==> src/rtl/mdl_satacmd_queue.sv <==
// Bench model of a SATA device command layer: parses H2D Register FISes, queues
// accepted commands and returns one D2H Register FIS per command after a delay.
module mdl_satacmd_queue #(
    parameter int unsigned LGDEPTH    = 2,
    parameter int unsigned RESP_DELAY = 4,
    parameter logic [7:0]  OK_STATUS  = 8'h50,
    parameter logic [7:0]  ERR_STATUS = 8'h51,
    parameter logic [7:0]  ERR_CODE   = 8'h04
) (
    input  logic        i_clk,
    input  logic        i_reset,
    input  logic        s_valid,
    input  logic [31:0] s_data,
    input  logic        s_last,
    input  logic        s_abort,
    output logic        s_full,
    output logic        s_empty,
    input  logic        i_inject_err,
    output logic        m_valid,
    input  logic        m_ready,
    output logic [31:0] m_data,
    output logic        m_last,
    output logic [15:0] o_drop_count
);
    localparam int unsigned Depth = 1 << LGDEPTH;
    localparam int unsigned DlyW  = (RESP_DELAY > 1) ? $clog2(RESP_DELAY) : 1;
    localparam int unsigned EntW  = 1 + 8 + 8 + 48 + 16;

    typedef enum logic [1:0] {StIdle, StWait, StSend} state_e;

    function automatic logic cmd_supported(input logic [7:0] c);
        case (c)
            8'h00, 8'h0B, 8'h40, 8'h42, 8'h44, 8'h45, 8'h51, 8'h63, 8'h77, 8'h78,
            8'hB0, 8'hB2, 8'hB4, 8'hE0, 8'hE1, 8'hE2, 8'hE3, 8'hE5, 8'hE6, 8'hE7,
            8'hEA, 8'hEF, 8'hF5, 8'h20, 8'h24, 8'h2B, 8'h2F, 8'h5C, 8'hEC, 8'h30,
            8'h34, 8'h3B, 8'h3F, 8'h5E, 8'hE8, 8'hF1, 8'hF2, 8'hF4, 8'hF6, 8'h25,
            8'h2A, 8'hC8, 8'hE9, 8'h06, 8'h07, 8'h35, 8'h3A, 8'h3D, 8'h57, 8'hCA,
            8'hEB: return 1'b1;
            default: return 1'b0;
        endcase
    endfunction

    logic [2:0]   idx_q, idx_d;
    logic         w0ok_q, w0ok_d;
    logic [7:0]   cmd_q, cmd_d, dev_q, dev_d;
    logic [47:0]  lba_q, lba_d;
    logic [15:0]  cnt_q, cnt_d;
    logic [15:0]  drop_q, drop_d;
    logic [LGDEPTH:0] wr_q, wr_d, rd_q, rd_d, occ;
    logic [EntW-1:0]  mem_q [Depth];
    state_e       state_q, state_d;
    logic [DlyW-1:0] dly_q, dly_d;
    logic [2:0]   oidx_q, oidx_d;
    logic         push, pop, drop;

    assign occ     = wr_q - rd_q;
    assign s_full  = (occ == (LGDEPTH + 1)'(Depth));
    assign s_empty = (occ == '0) && (state_q == StIdle);
    assign o_drop_count = drop_q;

    // Input parser: fields are captured by word index; acceptance is decided on s_last.
    always_comb begin
        idx_d  = idx_q;
        w0ok_d = w0ok_q;
        cmd_d  = cmd_q;
        dev_d  = dev_q;
        lba_d  = lba_q;
        cnt_d  = cnt_q;
        push   = 1'b0;
        drop   = 1'b0;
        if (s_abort) begin
            idx_d = '0;
        end else if (s_valid) begin
            case (idx_q)
                3'd0: begin
                    w0ok_d = (s_data[7:0] == 8'h27) && s_data[15];
                    cmd_d  = s_data[23:16];
                end
                3'd1: begin
                    dev_d        = s_data[31:24];
                    lba_d[23:0]  = s_data[23:0];
                end
                3'd2: lba_d[47:24] = s_data[23:0];
                3'd3: cnt_d = s_data[15:0];
                default: ;
            endcase
            if (s_last) begin
                idx_d = '0;
                if (idx_q == 3'd4 && w0ok_q && !s_full) push = 1'b1;
                else                                     drop = 1'b1;
            end else if (idx_q < 3'd5) begin
                // Saturate past the last meaningful word so a long frame never wraps to 4.
                idx_d = idx_q + 3'd1;
            end
        end
        drop_d = (drop && drop_q != 16'hFFFF) ? drop_q + 16'd1 : drop_q;
        wr_d   = wr_q + (LGDEPTH + 1)'(push);
    end

    always_comb begin
        state_d = state_q;
        dly_d   = dly_q;
        oidx_d  = oidx_q;
        pop     = 1'b0;
        unique case (state_q)
            StIdle: begin
                oidx_d = '0;
                dly_d  = '0;
                if (occ != '0) state_d = (RESP_DELAY == 0) ? StSend : StWait;
            end
            StWait: begin
                if (dly_q == DlyW'(RESP_DELAY - 1)) state_d = StSend;
                else                                 dly_d   = dly_q + 1'b1;
            end
            StSend: begin
                if (m_ready) begin
                    if (oidx_q == 3'd4) begin
                        pop     = 1'b1;
                        oidx_d  = '0;
                        state_d = StIdle;
                    end else begin
                        oidx_d = oidx_q + 3'd1;
                    end
                end
            end
            default: state_d = StIdle;
        endcase
        rd_d = rd_q + (LGDEPTH + 1)'(pop);
    end

    logic        hd_known;
    logic [7:0]  hd_dev;
    logic [47:0] hd_lba;
    logic [15:0] hd_cnt;
    assign hd_known = mem_q[rd_q[LGDEPTH-1:0]][EntW-1];
    assign hd_dev   = mem_q[rd_q[LGDEPTH-1:0]][71:64];
    assign hd_lba   = mem_q[rd_q[LGDEPTH-1:0]][63:16];
    assign hd_cnt   = mem_q[rd_q[LGDEPTH-1:0]][15:0];

    always_comb begin
        m_valid = (state_q == StSend);
        m_last  = 1'b0;
        m_data  = '0;
        if (m_valid) begin
            unique case (oidx_q)
                3'd0: m_data = hd_known ? {8'h00, OK_STATUS, 8'h40, 8'h34}
                                        : {ERR_CODE, ERR_STATUS, 8'h40, 8'h34};
                3'd1: m_data = {hd_dev, hd_lba[23:0]};
                3'd2: m_data = {8'h00, hd_lba[47:24]};
                3'd3: m_data = {16'h0000, hd_cnt};
                default: begin
                    m_data = '0;
                    m_last = 1'b1;
                end
            endcase
        end
    end

    always_ff @(posedge i_clk) begin
        if (push) begin
            mem_q[wr_q[LGDEPTH-1:0]] <= {cmd_supported(cmd_q) && !i_inject_err,
                                         cmd_q, dev_q, lba_q, cnt_q};
        end
    end

    always_ff @(posedge i_clk) begin
        if (i_reset) begin
            idx_q   <= '0;
            w0ok_q  <= 1'b0;
            cmd_q   <= '0;
            dev_q   <= '0;
            lba_q   <= '0;
            cnt_q   <= '0;
            drop_q  <= '0;
            wr_q    <= '0;
            rd_q    <= '0;
            state_q <= StIdle;
            dly_q   <= '0;
            oidx_q  <= '0;
        end else begin
            idx_q   <= idx_d;
            w0ok_q  <= w0ok_d;
            cmd_q   <= cmd_d;
            dev_q   <= dev_d;
            lba_q   <= lba_d;
            cnt_q   <= cnt_d;
            drop_q  <= drop_d;
            wr_q    <= wr_d;
            rd_q    <= rd_d;
            state_q <= state_d;
            dly_q   <= dly_d;
            oidx_q  <= oidx_d;
        end
    end

endmodule
==> config.mk <==
export PLATFORM = sky130hd
export DESIGN_NAME = mdl_satacmd_queue
export DESIGN_NICKNAME = d
export VERILOG_FILES = /design/src/rtl/mdl_satacmd_queue.sv
export SDC_FILE = /design/constraint.sdc
export NUM_CORES = 1
export LEC_CHECK = 0
export BUFFER_PORTS_ARGS = -buffer_cell sky130_fd_sc_hd__buf_2
export CELL_PAD_IN_SITES_DETAIL_PLACEMENT = 0
export CELL_PAD_IN_SITES_GLOBAL_PLACEMENT = 1
export CORE_ASPECT_RATIO = 1.75
export CORE_UTILIZATION = 57
export CTS_BUF_LIST = sky130_fd_sc_hd__clkbuf_4 sky130_fd_sc_hd__clkbuf_8
export DETAILED_ROUTE_END_ITERATION = 10
export HOLD_SLACK_MARGIN = 0.03
export PLACE_DENSITY_LB_ADDON = 0.3
export SKIP_CTS_REPAIR_TIMING = 1
export SYNTH_ARGS = -nofsm -noshare
export SYNTH_HDL_FRONTEND = slang
export SYNTH_SLANG_ARGS = --single-unit
==> constraint.sdc <==
create_clock -name i_clk -period 14.1 [get_ports i_clk]
set_clock_uncertainty 0.2 [all_clocks]
set_input_delay 2.115 -clock i_clk [delete_from_list [all_inputs] [get_ports i_clk]]
set_output_delay 2.115 -clock i_clk [all_outputs]
set_load 0.02 [all_outputs]
## After elaboration in Yosys (flattened, before gate mapping)

Memory sizes are Yosys's and may differ from the RTL's. A register that Yosys moved wholly into a read port is not among the register bits.
Cells that the tools add are included.

| word-level totals | value |
|---|---|
| flip-flop bits (word level) | 113 |
| memory bits (writable) | 324 |
| logic and storage cells | 153 |
| memories | 1 |
| output and inout bits | 52 |

| cells by class | value |
|---|---|
| add/sub/neg operators | 7 |
| bitwise gates (word level) | 1 |
| magnitude comparators | 1 |
| reduce and logical (&&, ||, !) cells | 28 |
| muxes and demuxes | 33 |
| equal/unequal tests | 69 |

Memory list:

| memory | words | bits a word | rd ports | clocked after Yosys merged registers in | write ports | RTL line | RTL |
|---|---|---|---|---|---|---|---|
| mem_q | 4 | 81 | 1 | 1 | 1 | 50 | `logic [EntW-1:0] mem_q [Depth];` |

Operator list:

| kind | count |
|---|---|
| 8-bit equality test (second input constant) | 23 |
| 32-bit one-hot mux with 4 select lines | 1 |
| 8-bit by 6-bit equality test with 1-bit output (second input constant) | 14 |
| 8-bit by 7-bit equality test with 1-bit output (second input constant) | 11 |
| 51-bit OR reduction | 1 |
| 32-bit 2-to-1 mux | 1 |
| 27-bit 2-to-1 mux | 1 |
| 1-bit 2-to-1 mux | 17 |
| 16-bit by 1-bit adder with 16-bit output (second input constant) | 1 |
| 8-bit by 3-bit equality test with 1-bit output (second input constant) | 2 |
| 16-bit != test (second input constant) | 1 |
| 3-bit by 2-bit equality test with 1-bit output (second input constant) | 4 |
| 2-bit 2-to-1 mux | 6 |
| 3-bit 2-to-1 mux | 4 |
| 3-bit AND reduction | 4 |
| 3-bit equality test (second input constant) | 3 |
| 3-bit logical NOT | 3 |
| 8-bit by 4-bit equality test with 1-bit output (second input constant) | 1 |
| 8-bit logical NOT | 1 |
| 3-bit by 1-bit adder with 3-bit output | 2 |
| 3-bit by 1-bit adder with 3-bit output (second input constant) | 2 |
| 3-bit by 1-bit equality test with 1-bit output (second input constant) | 2 |
| 1-bit logical AND | 6 |
| 2-bit by 1-bit != test with 1-bit output (second input constant) | 3 |
| 18 further kinds | 25 |

## Depth between registers and ports, before layout

Gate-level depths: netlist (run 1).

| depth | value |
|---|---|
| word-level depth | 10 |
| mapped depth | 15 |
| depth with buffers taken out | 11 |

## Worst setup path before layout (run 1)

OpenSTA, ideal clock, no wires.

| path | value |
|---|---|
| path kind | input -> register |
| start | input s_valid |
| end | memory mem_q[0][0] (netlist name), enable pin |
| stages | 4 |
| data arrival time | 7561 ps |
| slack | 5744 ps |
| library setup time | 594 ps |
| path buffers | 0 |
| cell sequence | nor2b_1 -> and2_1 -> nand2_1 -> nor3_1 |

| on the way | value |
|---|---|
| longest elaborated chain between the ends | 4 |

RTL lines:

| what | RTL line | RTL |
|---|---|---|
| from (decl) | 12 | `input logic s_valid,` |
| 1-bit 2-to-1 mux | 73 | `end else if (s_valid) begin` |
| 1-bit 2-to-1 mux | 71 | `if (s_abort) begin` |
| 1-bit 2-to-1 mux | 160 | `if (push) begin` |
| 1-bit 2-to-1 mux (not written as such) | 161 | `mem_q[wr_q[LGDEPTH-1:0]] <= {cmd_supported(cmd_q) && !i_inject_err,` |
| to (decl) | 50 |  |

No other way between the ends.

==> summary.md, run 1 <==
| Metric | Value |
|---|---|
| DR pass1 iterations | 5 |
| Detailed Place HPWL | 20.8 mm |
| Largest stage delay on the critical path | 880 ps |
| Maximum vdd drop | 0.0721 mV |
| Critical Path AT | 3760 ps |
| Mean Syn Cell Area | 14.1 µm² |
| DR WL met3 | 2.08 mm |
| Pin count of the biggest net entering global routing | 61 |
| Yosys cell types | 62 |
| Fin area | 0.0181 mm² |
| GRT Util Overall | 26.1% |
| CTS buffer count | 54 |
| Post-Syn Nets | 1202 |
| Vias post-DR | 9776 |
| Overflow left after global routing | 0 |
| CTS tree | done |
| Hold depth | 0 |
| Die W | 129 µm |
| Detail Route Antenna Nets | 0 |
| Async S/R FF share, synth | 0% |
| RSZ-0062 raised after global routing | false |
| Routed WL per cell | 21.8 µm |
| Number of remaining DRC errors | 0 |
| Setup violations, final | 0 |
| Switching power | 452 µW |
| Worst path slowest cell | buf_4 |
| Top delay family on crit path | buffers and inverters |
| EDFF count, synth | 292 |
| Buffers and inverters on the worst path | 2 |
| First-pass GRT wire length | 55.6 mm |
| Run status | finished, final reports clean |
| Synth top area share | 54.5% |
| CTS Sinks | 405 |
| Primary FF master, synth | edfxtp_1 |
| Cell count after synthesis | 1145 |
| Worst setup SP type | flop |
| Max-cap violation count | 0 |
| Starting Density | 57.8% |
| Worst-Skew Late Latency | 610 ps |
| Max Clk Rate | 0.165 GHz |
| Die Ht | 224 µm |
| Via density | 5.90 |
| Setup ws final | 8030 ps |
| DRT Wirelength | 36.1 mm |
| Period utilization | 43.1% |
| Synthesized area | 0.0161 mm² |
| Worst-margin pin slew | 1160 ps |
| Layout net count | 1292 |
| Fin crit period | 6070 ps |
| Vias in the first global route | 9887 |
| Commonest non-fill, non-tap cells in the layout | 292 x edfxtp_1, 207 x nand2_1, 120 x a21oi_1 |
| Sw frac | 19.8% |
| Worst hold-check path type | flop to flop |
| CTS clk-pin slew, worst paths | 70 ps |
| Boundary pin count | 91 |
| Most common cell after layout, fill and taps aside | edfxtp_1 |
| Placement Cell Area | 0.0169 mm² |
| Max-slew violations | 0 |
| Area Growth Syn to Fin | 12.6% |
| Pwr/cell area | 126 mW/mm² |
| Cell-internal power | 1.83 mW |
| Sequential-to-total area share from yosys stat | 68.5% |
| Top sig layer | met5 |
| Critical path depth | 5 |
| Relative slew slack | 22.4% |
| Detailed Route Iter0 Violations | 590 |
| Layout cells sized above 1 | 21.6% |
| GP Congestion | 0.837 |
| Comb pwr share | 1.5% |
| CTS H-tree depth | 2 |
| Crit path cell chain | buf_4 -> mux4_2 -> or2_2 -> a21oi_1 -> buf_2 |
| Setup_tns | 0 ps |
| Number of I/O port buffers | 90 |
| Synth area leaders | edfxtp_1 54%, dfxtp_1 14%, mux4_2 8.8% |
| Pleak | 5.88 nW |
| # rows | 81 |
| Synth warn | 0 |
| Setup CP Type | flop to primary output |
| Clock power share | 43.0% |
| Part of the power in registers | 55.5% |
| Yosys reg bits | 405 |
| Routed wl met2 | 19.3 mm |
| Core region area | 0.0279 mm² |
| Antenna violations before repair | 3 |
| Final hold vios | 0 |
| Worst EP required | 11780 ps |
| Finished Core Util | 65.0% |
| Maximum root-to-sink buffer count | 3 |
| CTS Root Cell | clkbuf_8 |
| Crit path capture type | primary output |
| Post-synth top area cell | edfxtp_1 |
| Met1 Routed Length | 13.4 mm |
| Dpl ws | 8590 ps |
| Die ar. | 0.0290 mm² |
| Worst R2R Path Depth | 10 |
| Critical path fanouts, max | 51 |
[logic make-up after synthesis]
kind of cell / synth area share (%)
flops: 68.5
simple gates: 9.91
compound gates: 7.55
buf+inv: 2.12
mux: 10.2
fa+ha+maj: 1.46
xor+xnor: 0.264
[metrics by stage]
step	hold slack (ps)	std cells	power (mW)
2_1_floorplan	257	1145	1.31
3_3_place_gp	264	1552	1.33
3_5_place_dp	283	1552	1.33
4_1_cts	295	1653	2.30
5_1_grt	312	1654	2.35
6_report	285	1656	2.28
[cells in the mapped netlist, types with 4 or more instances]
cell      count
dfxtp_1     113
nand3_1      13
buf_1         4
nand4_1       9
a21oi_1     120
nor3b_1       5
mux4_2       63
edfxtp_1    292
nor2_1       25
a22oi_1      21
mux2i_1      21
inv_1        12
nor4_1        5
o21ai_0      13
a31oi_1       5
and2_1        5
o221ai_1      5
ha_1         18
buf_2         9
nor3_1       12
or4_1         9
nand3b_1      4
clkbuf_1     57
and3_1       14
nand2_1     208
o22ai_1       6
o31ai_1      11
nor2b_1      13
[final timing paths]
check,from,end,slack [ps]
setup / recovery,rd_q[0],m_data[26],8030
hold / removal,cnt_q[2],mem_q[3][2],290
setup reg to reg,rd_q[1],mem_q[2][30],8940
hold reg to reg,cnt_q[2],mem_q[3][2],290
[flip-flops by register name, indices dropped and copies added (netlist names)]
signal	count
dev_q	8
mem_q	292
cmd_q	8
w0ok_q	1
o_drop_count	16
lba_q	48
rd_q	3
state_q	2
oidx_q	3
idx_q	3
dly_q	2
wr_q	3
cnt_q	16
[power groups by stage]
| stage | registers [mW] | clock network [mW] | logic, mW |
|---|---|---|---|
| 5_1_grt | 1.27 | 1.05 | 0.0368 |
| 6_report | 1.27 | 0.982 | 0.0336 |
| 3_5_place_dp | 1.29 | 0 | 0.0336 |
| 4_1_cts | 1.27 | 1.00 | 0.0338 |
| 3_3_place_gp | 1.29 | 0 | 0.0334 |
| 2_1_floorplan | 1.29 | 0 | 0.0198 |
[metal layers]
metal	vias up	GRT usage, %
met5	-	0
met4	2	11.2
met3	78	4.59
met2	290	47.4
met1	4876	29.7
li1	4530	-
[worst reg2reg max path, delay by kind of cell, from the launching register on]
kind / cells / cell delay (ps)
flip-flops: 1 / 510
adder cells (fa/ha/maj): 1 / 320
AND/OR/NAND/NOR: 3 / 1020
AO/OA/AOI/OAI: 1 / 580
XOR/XNOR: 1 / 140
buffers and inverters: 4 / 1980
[layout make-up]
type                            count  area [µm²]
Sequential cell                   405       11000
Fill cell                        2067        9750
Multi-Input combinational cell    655        4760
Clock buffer                       75         932
Timing Repair Buffer              106         573
Tap cell                          373         467
Clock inverter                     26         303
Inverter                           13        48.8
Antenna cell                        3        7.51
No activity file was read; power rests on OpenSTA's default activity.
==> run 2, diff against run 1 <==
--- a/config.mk
+++ b/config.mk
@@ -5,11 +5,12 @@
 export SDC_FILE = /design/constraint.sdc
 export NUM_CORES = 1
 export LEC_CHECK = 0
+export ABC_AREA = 1
 export BUFFER_PORTS_ARGS = -buffer_cell sky130_fd_sc_hd__buf_2
 export CELL_PAD_IN_SITES_DETAIL_PLACEMENT = 0
 export CELL_PAD_IN_SITES_GLOBAL_PLACEMENT = 1
 export CORE_ASPECT_RATIO = 1.75
-export CORE_UTILIZATION = 57
+export CORE_UTILIZATION = 45
 export CTS_BUF_LIST = sky130_fd_sc_hd__clkbuf_4 sky130_fd_sc_hd__clkbuf_8
 export DETAILED_ROUTE_END_ITERATION = 10
 export HOLD_SLACK_MARGIN = 0.03
==> constraint.sdc (replaced) <==
create_clock -name i_clk -period 5.4 [get_ports i_clk]
set_clock_uncertainty 0.2 [all_clocks]
set_input_delay 0.81 -clock i_clk [delete_from_list [all_inputs] [get_ports i_clk]]
set_output_delay 0.81 -clock i_clk [all_outputs]
set_load 0.02 [all_outputs]
==> run 2 against run 1 <==
  * Combinational power rose to 4.1 times the previous value
  * Synthesized area up 3.3%
  * Final area is 3.0% higher
  * Utilization shrank 14 points
  * Hold slack worse by 73 ps
  * Count of clock-buffer cells in the layout rose by 8
  * Sequential cell count is the same
  * Synthesized cell count is 41% higher
  * Sequential share of layout area down 1.8 points
  * Clock power up 150%
  * Power rose to 2.6 times the previous value
  * Critical path type unchanged
  * Highest routed layer unchanged
==> summary.md, run 2 <==
| Metric | Value |
|---|---|
| Sequential-to-total area share from yosys stat | 66.3% (-2.2 points) |
| Routed WL per cell | 18.9 µm (-13%) |
| CP startpoint | rd_q[0] |
| Core region area | 0.0363 mm² (+30%) |
| Via density | 5.47 (-7.4%) |
| Number of I/O port buffers | 90 (unchanged) |
| Synth warn | 0 (unchanged) |
| Synth area leaders | edfxtp_1 53%, dfxtp_1 14%, nor2_1 7.1% |
| Max FFs per register | 292 (unchanged) |
| Fin area | 0.0187 mm² (+3.0%) |
| Die W | 147 µm (+14%) |
| Overall power | 5.88 mW (+160%) |
| Most common cell on crit path | nand2_1 |
| Synthesized area | 0.0166 mm² (+3.3%) |
| Hold depth | 2 (+2) |
| FF+latch area | 0.0110 mm² (unchanged) |
| Largest family of logic cells by synthesized area | simple AND/OR/NAND/NOR gates |
| Post-synth top area cell | edfxtp_1 |
| Worst EP required | 4390 ps (-7390 ps) |
| CTS Root Cell | clkbuf_8 |
| DRT Wirelength | 41.8 mm (+16%) |
| Top delay family on crit path | buffers and inverters |
| GRT Util Overall | 22.3% (-3.8 points) |
| Footprint of the multi-input gates | 0.00491 mm² (+3.3%) |
| Area Growth Syn to Fin | 12.3% |
| R2R Path Start | rd_q[0] |
| Pwr/cell area | 315 mW/mm² (+150%) |
| Pin count of the biggest net entering global routing | 106 (+74%) |
| Number of remaining DRC errors | 0 (unchanged) |
| Die Ht | 256 µm (+14%) |
| # rows | 92 (+14%) |
| Max Clk Rate | 0.233 GHz |
| Max-slew violations | 0 (unchanged) |
| CTS buffer count | 54 (unchanged) |
| Setup CP Type | flop to primary output |
| Primary FF master, synth | edfxtp_1 |
| Post-Synth Adder-Cell Area | 1.35% (-0.11 points) |
| Boundary pin count | 91 (unchanged) |
| Commonest cells in the netlist | 315 x nor2_1, 292 x edfxtp_1, 225 x nand2_1 |
| Vias post-DR | 12100 (+23%) |
| Starting Density | 45.9% (-12 points) |
| Post-Syn Nets | 1669 (+39%) |
| XOR/XNOR Fraction of Synth Area | 0.421% (+0.16 points) |
| Buffers and inverters on the worst path | 4 (+2) |
| FF-to-FF End | mem_q[1][17] |
| Critical Path AT | 3270 ps (-490 ps) |
| Detailed Place HPWL | 24.0 mm (+15%) |
| Layout cells sized above 1 | 13.7% (-7.8 points) |
| Hold slack | 212 ps (-72.9 ps) |
| Setup_tns | 0 ps (unchanged) |
| CTS Sinks | 405 (unchanged) |
| Synth Area in Compound Gates | 11.2% (+3.6 points) |
| CTS clk-pin slew, worst paths | 70 ps (about the same) |
| Overflow left after global routing | 0 (unchanged) |
| Maximum root-to-sink buffer count | 3 (unchanged) |
| Final hold vios | 0 (unchanged) |
| Largest stage delay on the critical path | 890 ps (about the same) |
| Worst hold-check path type | input port to flop |
| Setup violations, final | 0 (unchanged) |
| Run status | finished, final reports clean |
| Period utilization | 79.3% |
| Finished Core Util | 51.5% (-14 points) |
| Hold Path Origin | s_abort |
| Most common cell after layout, fill and taps aside | nor2_1 |
| Dpl ws | 1550 ps (-7040 ps) |
| Worst-Skew Late Latency | 600 ps (about the same) |
| Layout net count | 1746 (+35%) |
| Worst path slowest cell | inv_4 |
| Async S/R FF share, synth | 0% (unchanged) |
| Cell with the most instances after synthesis | nor2_1 |
| Setup ws final | 1120 ps (-6910 ps) |
| Worst R2R Path Depth | 9 (-1) |
| R2r setup slk | 1560 ps (-7380 ps) |
| Final non-filler cell total | 2206 (+33%) |
| Die ar. | 0.0378 mm² (+30%) |
| Crit path capture type | primary output |
| Fill count | 3297 (+60%) |
| Detail Route Antenna Nets | 0 (unchanged) |
| CTS H-tree depth | 2 (unchanged) |
| Synth Area in Simple Gates | 16.4% (+6.5 points) |
| Antenna violations before repair | 2 (-1) |
| GP Congestion | 0.865 (+3.3%) |
| Worst Hold Path EP | idx_q[1] |
| Yosys reg bits | 405 (unchanged) |
| Critical path depth | 9 (+4) |
| Mux contribution to synthesized area | 0% (-10 points) |
| Crit path cell chain | inv_4 -> buf_4 -> o21ai_0 -> o22ai_1 -> nand2_1 -> nand3_1 -> nand2_1 -> inv_1 -> buf_2 |
| Cells after DPL | 2103 (+36%) |
| DR pass1 iterations | 5 (unchanged) |
| CTS tree | done |
| Detailed Route Iter0 Violations | 751 (+27%) |
| Commonest non-fill, non-tap cells in the layout | 312 x nor2_1, 292 x edfxtp_1, 225 x nand2_1 |
| Critical path fanouts, max | 105 (+110%) |
| Relative slew slack | 28.5% (+6.1 points) |
| Cell count after synthesis | 1612 (+41%) |
| Fin crit period | 4280 ps |
| Synth top area share | 52.7% (-1.8 points) |
| EDFF count, synth | 292 (unchanged) |
| Worst setup SP type | flop |
| Maximum vdd drop | 0.170 mV (+140%) |
| RSZ-0062 raised after global routing | false |
| Pleak | 7.05 nW (+20%) |
| Mean Syn Cell Area | 10.3 µm² (-27%) |
| Placement Cell Area | 0.0175 mm² (+3.7%) |
| First-pass GRT wire length | 64.8 mm (+17%) |
| Max-cap violation count | 0 (unchanged) |
| Vias in the first global route | 11800 (+20%) |
| Worst-margin pin slew | 1070 ps (-92.0 ps) |
| Yosys cell types | 36 (-42%) |
run 2: changes by cell type in the layout (fill, tap and decap cells not counted), sizes merged, moves of 21 or more:
cell,before,now
mux4,63,0
nand3,13,75
a21oi,120,69
nor2,25,319
a22oi,21,0
o21ai,13,214
mux2i,21,0
inv,13,85
o22ai,6,46
run 2: kinds of logic after synthesis:
family	count (synthesis)
adders and majority gates	18
buffers and inverters	175
and+or+nand+nor	662
xor gates and xnor gates	8
AOI/OAI and AO/OA	344
DFF	405
run 2: cell type report:
type	count	share of cell area (%)
Clock inverter	19	0.750
Multi-Input combinational cell	1032	26.3
Clock buffer	83	5.48
Tap cell	470	3.15
Timing Repair Buffer	109	3.44
Antenna cell	1	0.0134
Sequential cell	405	59.1
Inverter	87	1.77
run 2: layer usage:
layer | vias up | part of all wire [%] | wire length [µm] | GRT usage (%)
met5 | - | 0.019 | 8 | 0
met4 | 2 | 3.2 | 1350 | 9.19
met3 | 86 | 5.1 | 2150 | 3.45
met2 | 347 | 53 | 22100 | 40.6
met1 | 5864 | 39 | 16100 | 25.7
li1 | 5758 | - | - | -
run 2: how the worst max path moves through the flow:
stage                    to  slack, ps
2_1_floorplan   mem_q[2][0]      -2030
3_3_place_gp   mem_q[1][25]       1630
3_5_place_dp   mem_q[1][25]       1550
4_1_cts          m_data[13]       1060
5_1_grt           m_data[0]        820
6_report         m_data[15]       1120
run 2: where the power goes:
part | switching (mW) | internal, mW
logic | 0.0986 | 0.0402
clock network | 1.11 | 1.31
registers | 0.0168 | 3.31
total | 1.23 | 4.66
